`src/rtl/mem_port_arb_pkg.sv`:
```
// Shared definitions for the IF/MEM single-port RAM arbiter: state and owner
// encodings plus the default RAM latency and starvation limit.
package mem_port_arb_pkg;

    typedef enum logic [1:0] {
        ST_IDLE = 2'd0,
        ST_WAIT = 2'd1,
        ST_RESP = 2'd2
    } arb_state_e;

    typedef enum logic {
        OWN_IF  = 1'b0,
        OWN_MEM = 1'b1
    } owner_e;

    localparam int MEM_LAT_DEFAULT      = 2;
    localparam int STARVE_LIMIT_DEFAULT = 4;
    localparam int CNT_W                = 3;
    localparam int STARVE_W             = 4;

endpackage

```
`src/rtl/mem_port_arb.sv`:
```
// Arbiter sharing one single-port RAM between instruction fetch and data
// access; one transaction in flight, MEM priority with IF anti-starvation.
module mem_port_arb
    import mem_port_arb_pkg::*;
#(
    parameter int MEM_LAT      = MEM_LAT_DEFAULT,
    parameter int STARVE_LIMIT = STARVE_LIMIT_DEFAULT
) (
    input  logic        clk,
    input  logic        reset_n,
    input  logic        if_req,
    input  logic [31:0] if_addr,
    input  logic        flush_if,
    output logic [31:0] if_rdata,
    output logic        if_done,
    output logic        stall_if,
    input  logic        mem_rd,
    input  logic        mem_wr,
    input  logic [31:0] mem_addr,
    input  logic [31:0] mem_wdata,
    output logic [31:0] mem_rdata,
    output logic        mem_done,
    output logic        stall_mem,
    output logic        ram_en,
    output logic        ram_we,
    output logic [29:0] ram_addr,
    output logic [31:0] ram_wdata,
    input  logic [31:0] ram_rdata,
    output logic        err
);

    localparam logic [CNT_W-1:0]    LAT_INIT   = CNT_W'(MEM_LAT);
    localparam logic [STARVE_W-1:0] STARVE_MAX = STARVE_W'(STARVE_LIMIT);

    arb_state_e            state_q, state_d;
    owner_e                owner_q, owner_d;
    logic [CNT_W-1:0]      cnt_q, cnt_d;
    logic [STARVE_W-1:0]   starve_q, starve_d;
    logic                  err_q, err_d;
    logic                  flushed_q, flushed_d;
    logic                  ram_en_q, ram_en_d;
    logic                  ram_we_q, ram_we_d;
    logic [29:0]           ram_addr_q, ram_addr_d;
    logic [31:0]           ram_wdata_q, ram_wdata_d;
    logic [31:0]           if_rdata_q, if_rdata_d;
    logic [31:0]           mem_rdata_q, mem_rdata_d;
    logic                  if_done_q, if_done_d;
    logic                  mem_done_q, mem_done_d;
    logic                  mem_req;
    logic                  if_wins;

    assign mem_req = mem_rd | mem_wr;
    assign if_wins = if_req & ((starve_q == STARVE_MAX) | ~mem_req);

    always_comb begin
        state_d     = state_q;
        owner_d     = owner_q;
        cnt_d       = cnt_q;
        starve_d    = starve_q;
        err_d       = err_q;
        flushed_d   = flushed_q;
        ram_en_d    = 1'b0;
        ram_we_d    = ram_we_q;
        ram_addr_d  = ram_addr_q;
        ram_wdata_d = ram_wdata_q;
        if_rdata_d  = if_rdata_q;
        mem_rdata_d = mem_rdata_q;
        if_done_d   = 1'b0;
        mem_done_d  = 1'b0;

        if (!if_req) starve_d = '0;

        case (state_q)
            ST_IDLE: begin
                if (mem_req || if_req) begin
                    state_d   = ST_WAIT;
                    cnt_d     = LAT_INIT;
                    ram_en_d  = 1'b1;
                    flushed_d = 1'b0;
                    if (if_wins) begin
                        owner_d     = OWN_IF;
                        ram_we_d    = 1'b0;
                        ram_addr_d  = if_addr[31:2];
                        ram_wdata_d = '0;
                        starve_d    = '0;
                    end else begin
                        owner_d     = OWN_MEM;
                        ram_we_d    = mem_wr;
                        ram_addr_d  = mem_addr[31:2];
                        ram_wdata_d = mem_wr ? mem_wdata : 32'd0;
                        if (if_req && starve_q != STARVE_MAX) starve_d = starve_q + 1'b1;
                        if ((mem_rd && mem_wr) || mem_addr[1:0] != 2'b00) err_d = 1'b1;
                    end
                end
            end
            ST_WAIT: begin
                flushed_d = flushed_q | flush_if;
                // Count runs MEM_LAT..0 so the capture lands on the cycle ram_rdata is valid.
                if (cnt_q == '0) begin
                    state_d = ST_RESP;
                    if (owner_q == OWN_IF) begin
                        if_rdata_d = ram_rdata;
                        if_done_d  = ~(flushed_q | flush_if);
                    end else begin
                        mem_rdata_d = ram_we_q ? 32'd0 : ram_rdata;
                        mem_done_d  = 1'b1;
                    end
                end else begin
                    cnt_d = cnt_q - 1'b1;
                end
            end
            ST_RESP: state_d = ST_IDLE;
            default: state_d = ST_IDLE;
        endcase
    end

    always_ff @(posedge clk or negedge reset_n) begin
        if (!reset_n) begin
            state_q     <= ST_IDLE;
            owner_q     <= OWN_IF;
            cnt_q       <= '0;
            starve_q    <= '0;
            err_q       <= 1'b0;
            flushed_q   <= 1'b0;
            ram_en_q    <= 1'b0;
            ram_we_q    <= 1'b0;
            ram_addr_q  <= '0;
            ram_wdata_q <= '0;
            if_rdata_q  <= '0;
            mem_rdata_q <= '0;
            if_done_q   <= 1'b0;
            mem_done_q  <= 1'b0;
        end else begin
            state_q     <= state_d;
            owner_q     <= owner_d;
            cnt_q       <= cnt_d;
            starve_q    <= starve_d;
            err_q       <= err_d;
            flushed_q   <= flushed_d;
            ram_en_q    <= ram_en_d;
            ram_we_q    <= ram_we_d;
            ram_addr_q  <= ram_addr_d;
            ram_wdata_q <= ram_wdata_d;
            if_rdata_q  <= if_rdata_d;
            mem_rdata_q <= mem_rdata_d;
            if_done_q   <= if_done_d;
            mem_done_q  <= mem_done_d;
        end
    end

    // A flush arriving in the response cycle itself still has to cancel the pulse.
    assign if_done   = if_done_q & ~flush_if;
    assign mem_done  = mem_done_q;
    assign if_rdata  = if_rdata_q;
    assign mem_rdata = mem_rdata_q;
    assign stall_if  = if_req & ~if_done;
    assign stall_mem = mem_req & ~mem_done;
    assign ram_en    = ram_en_q;
    assign ram_we    = ram_we_q;
    assign ram_addr  = ram_addr_q;
    assign ram_wdata = ram_wdata_q;
    assign err       = err_q;

endmodule

```
`config.mk`:
```
export PLATFORM = sky130hd
export DESIGN_NAME = mem_port_arb
export DESIGN_NICKNAME = d
export VERILOG_FILES = /design/src/rtl/mem_port_arb_pkg.sv /design/src/rtl/mem_port_arb.sv
export SDC_FILE = /design/constraint.sdc
export NUM_CORES = 1
export LEC_CHECK = 0
export ABC_AREA = 1
export ABC_CLOCK_PERIOD_IN_PS = 1350
export CORE_ASPECT_RATIO = 0.7
export CORE_MARGIN = 1
export CORE_UTILIZATION = 39
export CTS_CLUSTER_DIAMETER = 120
export DETAILED_ROUTE_END_ITERATION = 6
export MAX_ROUTING_LAYER = met4
export PLACE_DENSITY_LB_ADDON = 0.15
export SYNTH_ARGS = -nofsm -noshare
export SYNTH_HDL_FRONTEND = slang
export SYNTH_SLANG_ARGS = --single-unit
```
`constraint.sdc`:
```
create_clock -name clk -period 1.35 [get_ports clk]
set_input_delay 0.27 -clock clk [delete_from_list [all_inputs] [get_ports clk]]
set_output_delay 0.27 -clock clk [all_outputs]
set_load 0.02 [all_outputs]
```
==> run metrics <==
run status=finished with violations; failing checks=setup timing; Tightest Pin Transition=0.438 ns; Leakage Power=5.60 nW; CORE AREA=0.0158 mm2; crit path time final=1.51 ns; Max Fanout on Critical Path=8; vias per inst=4.98; CTS Buffer Depth=2; RR Startpoint=cnt_q[0]$_DFFE_PN0P_; Die Y=109 um; number of global-route vias before repair=6078; IO Pins=267; fmax=0.664 GHz; FF-to-FF path depth=9; drt total wl=22.7 mm; CTS Buf Count=17; initial antenna violation count=0; worst r2r dst=if_rdata[7]$_DFFE_PN0P_; NetSw=10.9 mW; syn nets=913; Final Skew=0.0130 ns; Die Width=155 um; CTS clock-pin slew for the worst setup and hold paths=0.07 ns; clk_lat worst skew=0.42 ns; vias after detailed routing=6583; synthesized flop and latch total=142; DRC=0; Warnings, synthesis=0; Post-DP Area=0.00951 mm2; drt wl/cell=17.1 um; GRT Total Usage=25.1%; final worst setup slack=-0.156 ns; fill count=1293; Worst EP required=1.65 ns; Layout Nets=1228; reg-to-reg slack, setup=-0.16 ns; final period utilization=112%; syn avg cell area=8.30 um2; mapped cell area=0.00643 mm2; fin area=0.0110 mm2; Clk pwr share=20.2%; clock sink count=142; largest net degree at the start of global routing=45; Final GP Congestion=0.798; Fin Setup TNS=-12.86 ns; n_diodes=0; GRT overflow=0; sw frac=43.1%; Synth Instances=775; final setup violation count=135; fin. max-slew vios=0; Area Growth Syn to Fin=70.5%; DR pass1 iterations=5; commonest cells after routing, fill and taps aside=nand2_1 (203), dfrtp_1 (142), clkdlybuf4s50_1 (128); RSZ-0062 raised after global routing=yes; CTS tree=done; Final Hold Vio Count=0; Die ar.=0.0170 mm2; Iteration-0 DRC Markers=354; Gate power share=50.7%; layout cell share with drive strength beyond 1=34.5%; Slew headroom=70.8%; number of unique standard cell types used by synthesis=23; row cnt=38; maximum VDD drop=1.14 mV; CP Capture Type=register; hpwl dp=13.1 mm; worst path arrival time=1.81 ns; Startpoint Class=register; Hold WC Path Type=in -> async; first-pass GRT wire length=31.9 mm; # port buffers=264; Clock Tree Root=clkbuf_16; commonest non-fill, non-tap cell in the layout=nand2_1; H-tree levels=4; sequential power share=29.2%; Detail Route Antenna Nets=0; Seq/Total Area, Yosys=55.3%; PD cells=2300 mW/mm2; Crit Path Class=reg -> reg; Pint=14.3 mW; Initial Util=40.7%; max-cap viol count=0
-- sequential cells by signal, indices dropped and copies added, names as in the netlist --
| signal | flops |
|---|---|
| err | 1 |
| owner_q | 1 |
| ram_addr | 30 |
| mem_rdata | 32 |
| if_done_q | 1 |
| mem_done | 1 |
| ram_we | 1 |
| starve_q | 4 |
| cnt_q | 3 |
| if_rdata | 32 |
| state_q | 2 |
| ram_wdata | 32 |
| flushed_q | 1 |
| ram_en | 1 |
-- layer usage --
metal / vias up / GRT usage, % / wire [um]
met2: 278 / 36.9 / 10200
met5: - / - / 0
met1: 3190 / 35.2 / 10500
met4: 0 / 5.74 / 151
met3: 18 / 5.83 / 1830
li1: 3097 / - / -
-- synthesized netlist by cell type, drive strengths merged --
cell type / number / area share, %
nand2: 250 / 15
dfrtp: 142 / 55
nand3: 132 / 10
inv: 110 / 6.4
buf: 41 / 4.2
o21ai: 37 / 2.9
nand4: 32 / 3.1
clkbuf: 10 / 0.58
nor2: 10 / 0.88
ha: 4 / 0.78
nor3: 3 / 0.31
a21oi: 2 / 0.33
xor2: 2 / 0.27
-- area by class of cell --
cell class / instances / area, um2 / share of cell area, %
timing repair buffer: 346 / 3290 / 30.0
clock buffer: 18 / 439 / 4.01
inverter: 110 / 413 / 3.77
tap: 220 / 275 / 2.51
sequential: 142 / 3550 / 32.4
clock inverter: 14 / 195 / 1.78
multi-input combinational: 473 / 2800 / 25.5
-- how the worst max path moves through the flow --
stage / start / to / depth (start not counted)
floorplan: cnt_q[0]$_DFFE_PN0P_ / mem_rdata[12]$_DFFE_PN0P_ / 7
global placement: mem_rd / stall_mem / 4
detailed placement: mem_rd / stall_mem / 4
CTS: cnt_q[0]$_DFFE_PN0P_ / mem_rdata[22]$_DFFE_PN0P_ / 9
global route: cnt_q[0]$_DFFE_PN0P_ / if_rdata[7]$_DFFE_PN0P_ / 9
finish: cnt_q[0]$_DFFE_PN0P_ / if_rdata[7]$_DFFE_PN0P_ / 9
-- per-stage QoR --
step	power (mW)	std cells	setup slack, ns	hold slack [ns]	utilization [%]
finish	25.2	1323	-0.156	0.314	69.5
global route	26.6	1323	-0.213	0.335	69.5
CTS	24.1	1299	-0.0927	0.310	67.3
detailed placement	19.0	1249	-0.658	0.194	60.3
global placement	18.8	1249	-0.676	0.192	60.3
floorplan	13.2	775	-0.0215	-0.0256	-
-- cells by family (layout without fill, tap and decap cells) --
group           after synthesis  after routing  share of synthesized area [%]
flops                       142            142                           55.3
fa+ha+maj                     4              4                          0.778
compound gates               39             39                           3.21
simple gates                427            428                           29.2
xor+xnor                      2              2                          0.272
buf+inv                     161            488                           11.2
-- critical path, stage by stage (launching register included) --
cell and delay [ns]:
dfrtp_1 0.39, inv_2 0.08, ha_4 0.13, nand2_4 0.05
buf_6 0.12, nor2_4 0.17, nand2_4 0.12, clkbuf_16 0.21
nand2_4 0.06, nand2_1 0.06
-- power by group through the flow --
stage	Combinational, mW	Sequential [mW]	Clock, mW
after floorplan	3.73	9.46	0
after global placement	11.5	7.29	0
after detailed placement	11.7	7.30	0
after CTS	11.7	7.28	5.15
after global routing	13.7	7.57	5.34
final	12.8	7.35	5.08
-- repair_timing --
| action | CTS | global route |
|---|---|---|
| resized for setup | 518 | 215 |
| pin swaps | 17 | 31 |
| hold buffers | 1 | 0 |
| endpoints found under the setup margin | 268 | 225 |
| setup buffers | 12 | 10 |
| gates cloned | 7 | 15 |
| hold endpoints to repair | 32 | 0 |
(Power assumes the default switching activity.)
